**src/rtl/pipeline_ctrl.sv**
```systemverilog
`default_nettype none
// ============================================================================
// Module   : pipeline_ctrl
// Brief    : Stall/flush controller for the five-stage pipeline: monotonic
//            stall vector, EX multicycle countdown, exception flush, watchdog.
// Revision : 1.0 - initial release
// ============================================================================
module pipeline_ctrl #(
    parameter int unsigned STALL_LIMIT = 1023
) (
    input  logic        clk,
    input  logic        rst,
    input  logic        stall_req_if,
    input  logic        stall_req_id,
    input  logic        stall_req_mem,
    input  logic        mdu_start,
    input  logic [5:0]  mdu_cycles,
    input  logic        exc_valid,
    input  logic [31:0] exc_target,
    output logic        exc_ack,
    output logic        stall_if,
    output logic        stall_id,
    output logic        stall_ex,
    output logic        stall_mem,
    output logic        mdu_busy,
    output logic        flush,
    output logic [31:0] flush_pc,
    output logic        stall_timeout,
    output logic [31:0] stall_cycles
);

    localparam logic [15:0] c_STALL_LIMIT = STALL_LIMIT[15:0];
    localparam logic [0:0]  c_ST_RUN      = 1'b0;
    localparam logic [0:0]  c_ST_FLUSH    = 1'b1;

    logic [0:0]  r_state;
    logic [0:0]  w_state_next;
    logic [5:0]  r_cnt;
    logic [5:0]  w_cnt_next;
    logic [31:0] r_target;
    logic [15:0] r_run_len;
    logic [15:0] w_run_next;
    logic        r_timeout;
    logic [31:0] r_stall_cycles;

    logic        w_mdu_accept;
    logic        w_req_ex;
    logic        w_stall_if;
    logic        w_stall_id;
    logic        w_stall_ex;
    logic        w_stall_mem;
    logic        w_exc_ack;
    logic        w_flush;

    // ------------------------------------------------------------------
    // State register
    // ------------------------------------------------------------------
    always_ff @(posedge clk) begin
        if (!rst) begin
            r_state <= c_ST_RUN;
        end else begin
            r_state <= w_state_next;
        end
    end

    // ------------------------------------------------------------------
    // Next-state logic
    // ------------------------------------------------------------------
    always_comb begin
        w_state_next = r_state;
        case (r_state)
            c_ST_RUN: begin
                if (w_exc_ack) begin
                    w_state_next = c_ST_FLUSH;
                end
            end
            c_ST_FLUSH: begin
                w_state_next = c_ST_RUN;
            end
            default: begin
                w_state_next = c_ST_RUN;
            end
        endcase
    end

    // ------------------------------------------------------------------
    // Output logic
    // ------------------------------------------------------------------
    assign w_mdu_accept = mdu_start && (mdu_cycles != 6'd0) &&
                          (r_state == c_ST_RUN) && (r_cnt == 6'd0);
    assign w_req_ex     = w_mdu_accept || (r_cnt != 6'd0);

    always_comb begin
        w_stall_if  = 1'b0;
        w_stall_id  = 1'b0;
        w_stall_ex  = 1'b0;
        w_stall_mem = 1'b0;
        w_exc_ack   = 1'b0;
        w_flush     = 1'b0;
        if (rst) begin
            case (r_state)
                c_ST_RUN: begin
                    // Each stage stalls if it or any later stage requests.
                    w_stall_mem = stall_req_mem;
                    w_stall_ex  = w_stall_mem || w_req_ex;
                    w_stall_id  = w_stall_ex  || stall_req_id;
                    w_stall_if  = w_stall_id  || stall_req_if;
                    w_exc_ack   = exc_valid && !stall_req_mem;
                end
                c_ST_FLUSH: begin
                    w_flush = 1'b1;
                end
                default: begin
                    w_flush = 1'b0;
                end
            endcase
        end
    end

    assign stall_if      = w_stall_if;
    assign stall_id      = w_stall_id;
    assign stall_ex      = w_stall_ex;
    assign stall_mem     = w_stall_mem;
    assign exc_ack       = w_exc_ack;
    assign flush         = w_flush;
    assign flush_pc      = w_flush ? r_target : 32'd0;
    assign mdu_busy      = rst && (r_cnt != 6'd0);
    assign stall_timeout = rst && r_timeout;
    assign stall_cycles  = rst ? r_stall_cycles : 32'd0;

    // ------------------------------------------------------------------
    // MDU countdown, exception target capture, watchdog and statistics
    // ------------------------------------------------------------------
    always_comb begin
        w_cnt_next = r_cnt;
        if (w_exc_ack) begin
            w_cnt_next = 6'd0;
        end else if (w_mdu_accept) begin
            w_cnt_next = mdu_cycles - 6'd1;
        end else if (r_cnt != 6'd0) begin
            w_cnt_next = r_cnt - 6'd1;
        end
    end

    always_comb begin
        w_run_next = 16'd0;
        if (w_stall_if) begin
            w_run_next = (r_run_len >= c_STALL_LIMIT) ? r_run_len : r_run_len + 16'd1;
        end
    end

    always_ff @(posedge clk) begin
        if (!rst) begin
            r_cnt          <= 6'd0;
            r_target       <= 32'd0;
            r_run_len      <= 16'd0;
            r_timeout      <= 1'b0;
            r_stall_cycles <= 32'd0;
        end else begin
            r_cnt     <= w_cnt_next;
            r_run_len <= w_run_next;
            if (w_exc_ack) begin
                r_target <= exc_target;
            end
            if (w_run_next == c_STALL_LIMIT) begin
                r_timeout <= 1'b1;
            end
            if (w_stall_if) begin
                r_stall_cycles <= r_stall_cycles + 32'd1;
            end
        end
    end

endmodule
`default_nettype wire

```
**config.mk**
```make
export PLATFORM = sky130hd
export DESIGN_NAME = pipeline_ctrl
export DESIGN_NICKNAME = d
export VERILOG_FILES = /design/src/rtl/pipeline_ctrl.sv
export SDC_FILE = /design/constraint.sdc
export NUM_CORES = 1
export LEC_CHECK = 0
export CORE_ASPECT_RATIO = 0.8
export CORE_UTILIZATION = 43
export CTS_CLUSTER_DIAMETER = 80
export CTS_CLUSTER_SIZE = 16
export DETAILED_ROUTE_END_ITERATION = 8
export PLACE_DENSITY = 0.76
export SYNTH_ARGS = -nofsm -noshare
export SYNTH_HDL_FRONTEND = slang
export SYNTH_SLANG_ARGS = --single-unit
```
**constraint.sdc**
```tcl
create_clock -name clk -period 2.5 [get_ports clk]
set_input_delay 0.625 -clock clk [delete_from_list [all_inputs] [get_ports clk]]
set_output_delay 0.625 -clock clk [all_outputs]
set_load 0.005 [all_outputs]
```
# After elaboration in Yosys (flattened, before gate mapping)
# Cells that the tools add are included.
# Widths: inputs -> output; s select.
[word_totals] n_memories=0 ramBits=0 mem_bits_ro=0 inputBits=45 ff_bits=88 latchBits=0 wordCells=50 out_inout_bits=72
[classes] div_mod_pow=0 add_sub_neg=4 bitwise_logic=2 reduce_logical=16 muxes=20 shift=0 eq_ne=1 mul=0 magnitude_cmp=1
[op_table] cell="$mux 32" n=2
[op_table] cell="$add 32x1->32 const B" n=1
[op_table] cell="$mux 16" n=2
[op_table] cell="$add 16x1->16 const B" n=1
[op_table] cell="$eq 16x10->1 const B" n=1
[op_table] cell="$ge 16x10->1 const B" n=1
[op_table] cell="$mux 1" n=13
[op_table] cell="$mux 6" n=2
[op_table] cell="$reduce_bool 6->1" n=2
[op_table] cell="$sub 6x1->6 const B" n=2
[op_table] cell="$logic_and 1x1->1" n=6
[op_table] cell="$logic_not 6->1" n=1
[op_table] cell="$logic_or 1x1->1" n=4
[op_table] cell="$not 1->1" n=2
[op_table] cell="$pmux 1 s2" n=1
[op_table] cell="$reduce_bool 2->1" n=1
[op_table] cell="$reduce_or 2->1" n=1
[op_table] cell="$logic_not 1->1" n=1

# Depth between registers and ports, before layout
[logic_depth] ltp_word=12 mapped_depth=9 ltp_nobuf=8

# Least setup slack after synthesis
# Ideal clock, no wire load.
[synth_timing] path_type="input-to-output" start="in mdu_cycles[1]" end="out stall_if" slack_ns=-0.068 t_arrival_ns=1.943 path_stages=6 path_buffers=2 cell_sequence="or4_4 > o31a_1 > buf_6 > o21ai_1 > inv_1 > buf_2"
[synth_between] elab_chain_cells=10
[synth_lines] item="start: declaration" line_no="17" text="input logic [5:0] mdu_cycles,"
[synth_lines] item="$reduce_bool 6->1" line_no="89" text="assign w_mdu_accept = mdu_start && (mdu_cycles != 6'd0) &&"
[synth_lines] item="$logic_and 1x1->1 (2 in a row)" line_no="89"
[synth_lines] item="$logic_and 1x1->1" line_no="90" text="(r_state == c_ST_RUN) && (r_cnt == 6'd0);"
[synth_lines] item="$logic_or 1x1->1" line_no="91" text="assign w_req_ex = w_mdu_accept || (r_cnt != 6'd0);"
[synth_lines] item="$logic_or 1x1->1" line_no="105" text="w_stall_ex = w_stall_mem || w_req_ex;"
[synth_lines] item="$logic_or 1x1->1" line_no="106" text="w_stall_id = w_stall_ex || stall_req_id;"
[synth_lines] item="$logic_or 1x1->1" line_no="107" text="w_stall_if = w_stall_id || stall_req_if;"
[synth_lines] item="$mux 1" line_no="101" text="case (r_state)"
[synth_lines] item="$mux 1" line_no="100" text="if (rst) begin"
[synth_lines] item="end: declaration" line_no="21" text="output logic stall_if,"
# No other way between the ends.

# Worst setup path after layout
[layout_timing] start="in mdu_cycles[0]" end="out stall_id"
[layout_between] elab_chain_cells=9
[layout_lines] item="$reduce_bool 6->1" line_no="89"
[layout_lines] item="$logic_and 1x1->1 (2 in a row)" line_no="89"
[layout_lines] item="$logic_and 1x1->1" line_no="90"
[layout_lines] item="$logic_or 1x1->1" line_no="91"
[layout_lines] item="$logic_or 1x1->1" line_no="105"
[layout_lines] item="$logic_or 1x1->1" line_no="106"
[layout_lines] item="$mux 1" line_no="101"
[layout_lines] item="$mux 1" line_no="100"
[layout_lines] item="end: declaration" line_no="22" text="output logic stall_id,"
# No other way between the ends.

==> results.sh <==
export IMPL_violations="design-rule violations, negative setup slack"
export IMPL_nNetsFinal=652
export IMPL_met2_length_um=5324
export IMPL_dieArea_um2=9953
export IMPL_max_freq_ghz=0.3715
export IMPL_met1Wirelength_um=5018
export IMPL_cts_inserted_buffers=9
export IMPL_drc=6
export IMPL_grt_use_total=0.2321
export IMPL_grt_pass1_wl_um=18320
export IMPL_diodes=0
export IMPL_die_y_um=89.44
export IMPL_h_tree_depth=3
export IMPL_p_leak_nw=2.417
export IMPL_cp_required_ns=1.88
export IMPL_clkPwrFrac=0.381
export IMPL_chipWidth_um=111.3
export IMPL_irDropWorstVdd_uv=335.7
export IMPL_finalClockSkew_ns=0.006093
export IMPL_outcome="finished, violations left"
export IMPL_postRouteAntennaNets=0
export IMPL_hold_buffers=0
export IMPL_cp_arrival_ns=2.07
export IMPL_clock_sinks=88
export IMPL_overflow=0
export IMPL_vias=4060
export IMPL_post_dp_cell_area_um2=5623
export IMPL_dr_pass1_iters=6
export IMPL_synth_nets=508
export IMPL_dp_hpwl_um=8034
export IMPL_swShare=0.2624
export IMPL_clk_latency_ns=0.34
export IMPL_dp_cells=703
export IMPL_drt_wirelength_per_cell_um=15.69
export IMPL_coreArea_um2=9154
export IMPL_relSlewSlack=0.6896
export IMPL_synth_seq_area_share=0.4287
export IMPL_worst_setup_path_type="in2out"
export IMPL_sequentialPowerShare=0.411
export IMPL_ios=117
export IMPL_synthCells=460
export IMPL_final_max_slew_viol_count=0
export IMPL_antenna_found_initial=0
export IMPL_gp_congestion=0.8853
export IMPL_synthArstFlopShare=0
export IMPL_power_density_nw_per_um2=628.2
export IMPL_drive_above_1_share=0.1445
export IMPL_slowest_stage="or4_4"
export IMPL_grt_max_degree=35
export IMPL_synth_area_um2=4109
export IMPL_end_kind="output port"
export IMPL_grt_pass1_vias=3848
export IMPL_met3_length_um=893
export IMPL_synth_edf_count=0
export IMPL_power_frac_comb=0.209
export IMPL_start_util=0.4489
export IMPL_synth_warnings=0
export IMPL_cp_top_family="simple AND/OR/NAND/NOR gates"
export IMPL_cts_clk_slew_worst_paths_ns=0.06
export IMPL_path_max_fanout=3
export IMPL_crit_chain="buf_6, or4_4, o31ai_4, nand2_1, o21a_1, a21o_1, buf_2"
export IMPL_post_drt_via_cell_ratio=5.608
export IMPL_intPower_mw=2.772
export IMPL_clock_root_buffer="clkbuf_16"
export IMPL_hold_viol=0
export IMPL_timing_final_crit_period_ns=2.692
export IMPL_area_delta_synth_final_pct=45.62
export IMPL_final_setup_viol_count=3
export IMPL_wl_um=11360
export IMPL_drv_cap=0
export IMPL_timing_final_crit_share=1.077
export IMPL_layout_commonest_cell="clkdlybuf4s50_1"
export IMPL_tightest_slew_ns=0.4583
export IMPL_yosys_register_bits=88
export IMPL_min_path_type="reg2reg"
export IMPL_slowest_delay_ns=0.56
export IMPL_top_layer="met4"
export IMPL_power_mw=3.758
export IMPL_layout_setup_ws_ns=-0.1919
export IMPL_ys_flop_type="dfxtp_1"
export IMPL_post_route_cell_area_um2=5983
export IMPL_switching_power_mw=0.9862
export IMPL_num_rows=31
export IMPL_drtIter0Drc=266
export IMPL_synth_cell_types=54
export IMPL_rsz0062_at_grt="yes"
export IMPL_startpoint_type="input pin"
export IMPL_io_buffers=116
export IMPL_mostFrequentLayoutCells="clkdlybuf4s50_1 (106), dfxtp_1 (88), buf_4 (44)"
export IMPL_syn_area_per_cell_um2=8.932
export IMPL_stdcell_count=724
export IMPL_cp_num_buf_inv=2
export IMPL_cts_tree="done"
export IMPL_nFillCells=762
export IMPL_dp_slack_ns=-0.8292
export IMPL_clockBufferDepth=2
## area by class of cell
type                       count  area (um^2)  area share
multi-input combinational    333         2220      0.3710
sequential                    88         1762      0.2944
timing repair buffer         162         1506      0.2518
clock buffer                  11        232.7     0.03890
tap                          115        143.9     0.02405
clock inverter                 5        81.33     0.01359
inverter                      10        37.54    0.006274
## registers in the layout, indices dropped and copies added (netlist names)
register / count
r_cnt: 6
r_target: 32
r_stall_cycles: 32
r_timeout: 1
r_state: 1
r_run_len: 16
## through the flow
| stage | setup TNS, ns | utilization | hold slack (ns) |
|---|---|---|---|
| floorplan | -0.04056 | - | 0.4205 |
| global placement | -11.28 | 0.6143 | 0.4327 |
| detailed placement | -12.99 | 0.6143 | 0.4421 |
| CTS | -0.5535 | 0.6493 | 0.4571 |
| global route | -0.6106 | 0.6536 | 0.4781 |
| finish | -0.5155 | 0.6536 | 0.4539 |
## worst register-to-register path: stages (launching register included)
cell and delay (ns):
dfxtp_1 0.41, nand4_1 0.24, nor3_2 0.40, nand4_1 0.15, buf_4 0.20, or4_1 0.47, a21oi_1 0.15
## power groups by stage
stage                     Clock, mW  Sequential, mW  Combinational, mW
after detailed placement          0            1.56              0.739
after global routing           1.51            1.55              0.851
final                          1.43            1.54              0.784
after floorplan                   0            1.54              0.392
after CTS                      1.47            1.53              0.741
after global placement            0            1.55              0.709
## metal layers
layer	vias to the layer above	GRT usage
met4	0	0.07494
met3	17	0.08881
li1	1968	-
met1	1929	0.2768
met5	-	0
met2	146	0.3915
## path summary, 6_finish.rpt
check | from | end | slack, ns | depth (start not counted)
hold / removal | r_run_len[10]$_SDFF_PN0_ | r_run_len[10]$_SDFF_PN0_ | 0.45 | 1
setup reg to reg | r_stall_cycles[13]$_SDFFE_PN0P_ | r_stall_cycles[27]$_SDFFE_PN0P_ | 0.40 | 6
setup / recovery | mdu_cycles[0] | stall_id | -0.19 | 7
hold reg to reg | r_run_len[10]$_SDFF_PN0_ | r_run_len[10]$_SDFF_PN0_ | 0.45 | 1
## cells in the mapped netlist, drive strengths merged, types with 3 or more instances
cell     number  area, um^2
a31oi         3       18.77
nor2         36       137.6
or3          11       68.82
inv           9       33.78
o211ai        5       56.30
xnor2         7       61.31
mux2i         8       80.08
a22o         32       280.3
nor3          9       60.06
and2         37       231.5
o31ai         8       60.06
and3         39       244.0
nand3        13       70.07
ha            3       37.54
a21oi        23       115.1
buf           6       43.79
dfxtp        88        1762
nor4          3       18.77
o2111ai       4       35.03
o21ai        15       78.82
clkbuf       23       86.33
nand2        22       82.58
xor2          6       52.55
nand4         9       56.30
or4           9       71.32
o21a          4       30.03
## logic make-up after synthesis
kind of cell	Yosys count	synth area share
mux	10	0.02680
compound gates	104	0.1845
fa+ha+maj	3	0.009136
flops	88	0.4287
simple gates	203	0.2823
xor+xnor	13	0.02771
buf+inv	39	0.04080
## repair_timing
item                       4_1_cts  5_1_grt
setup endpoints to repair        8        4
buffers inserted                 1        4
resized for setup               28        5
pin swaps                        6        7
No activity file was read; power rests on OpenSTA's default activity.
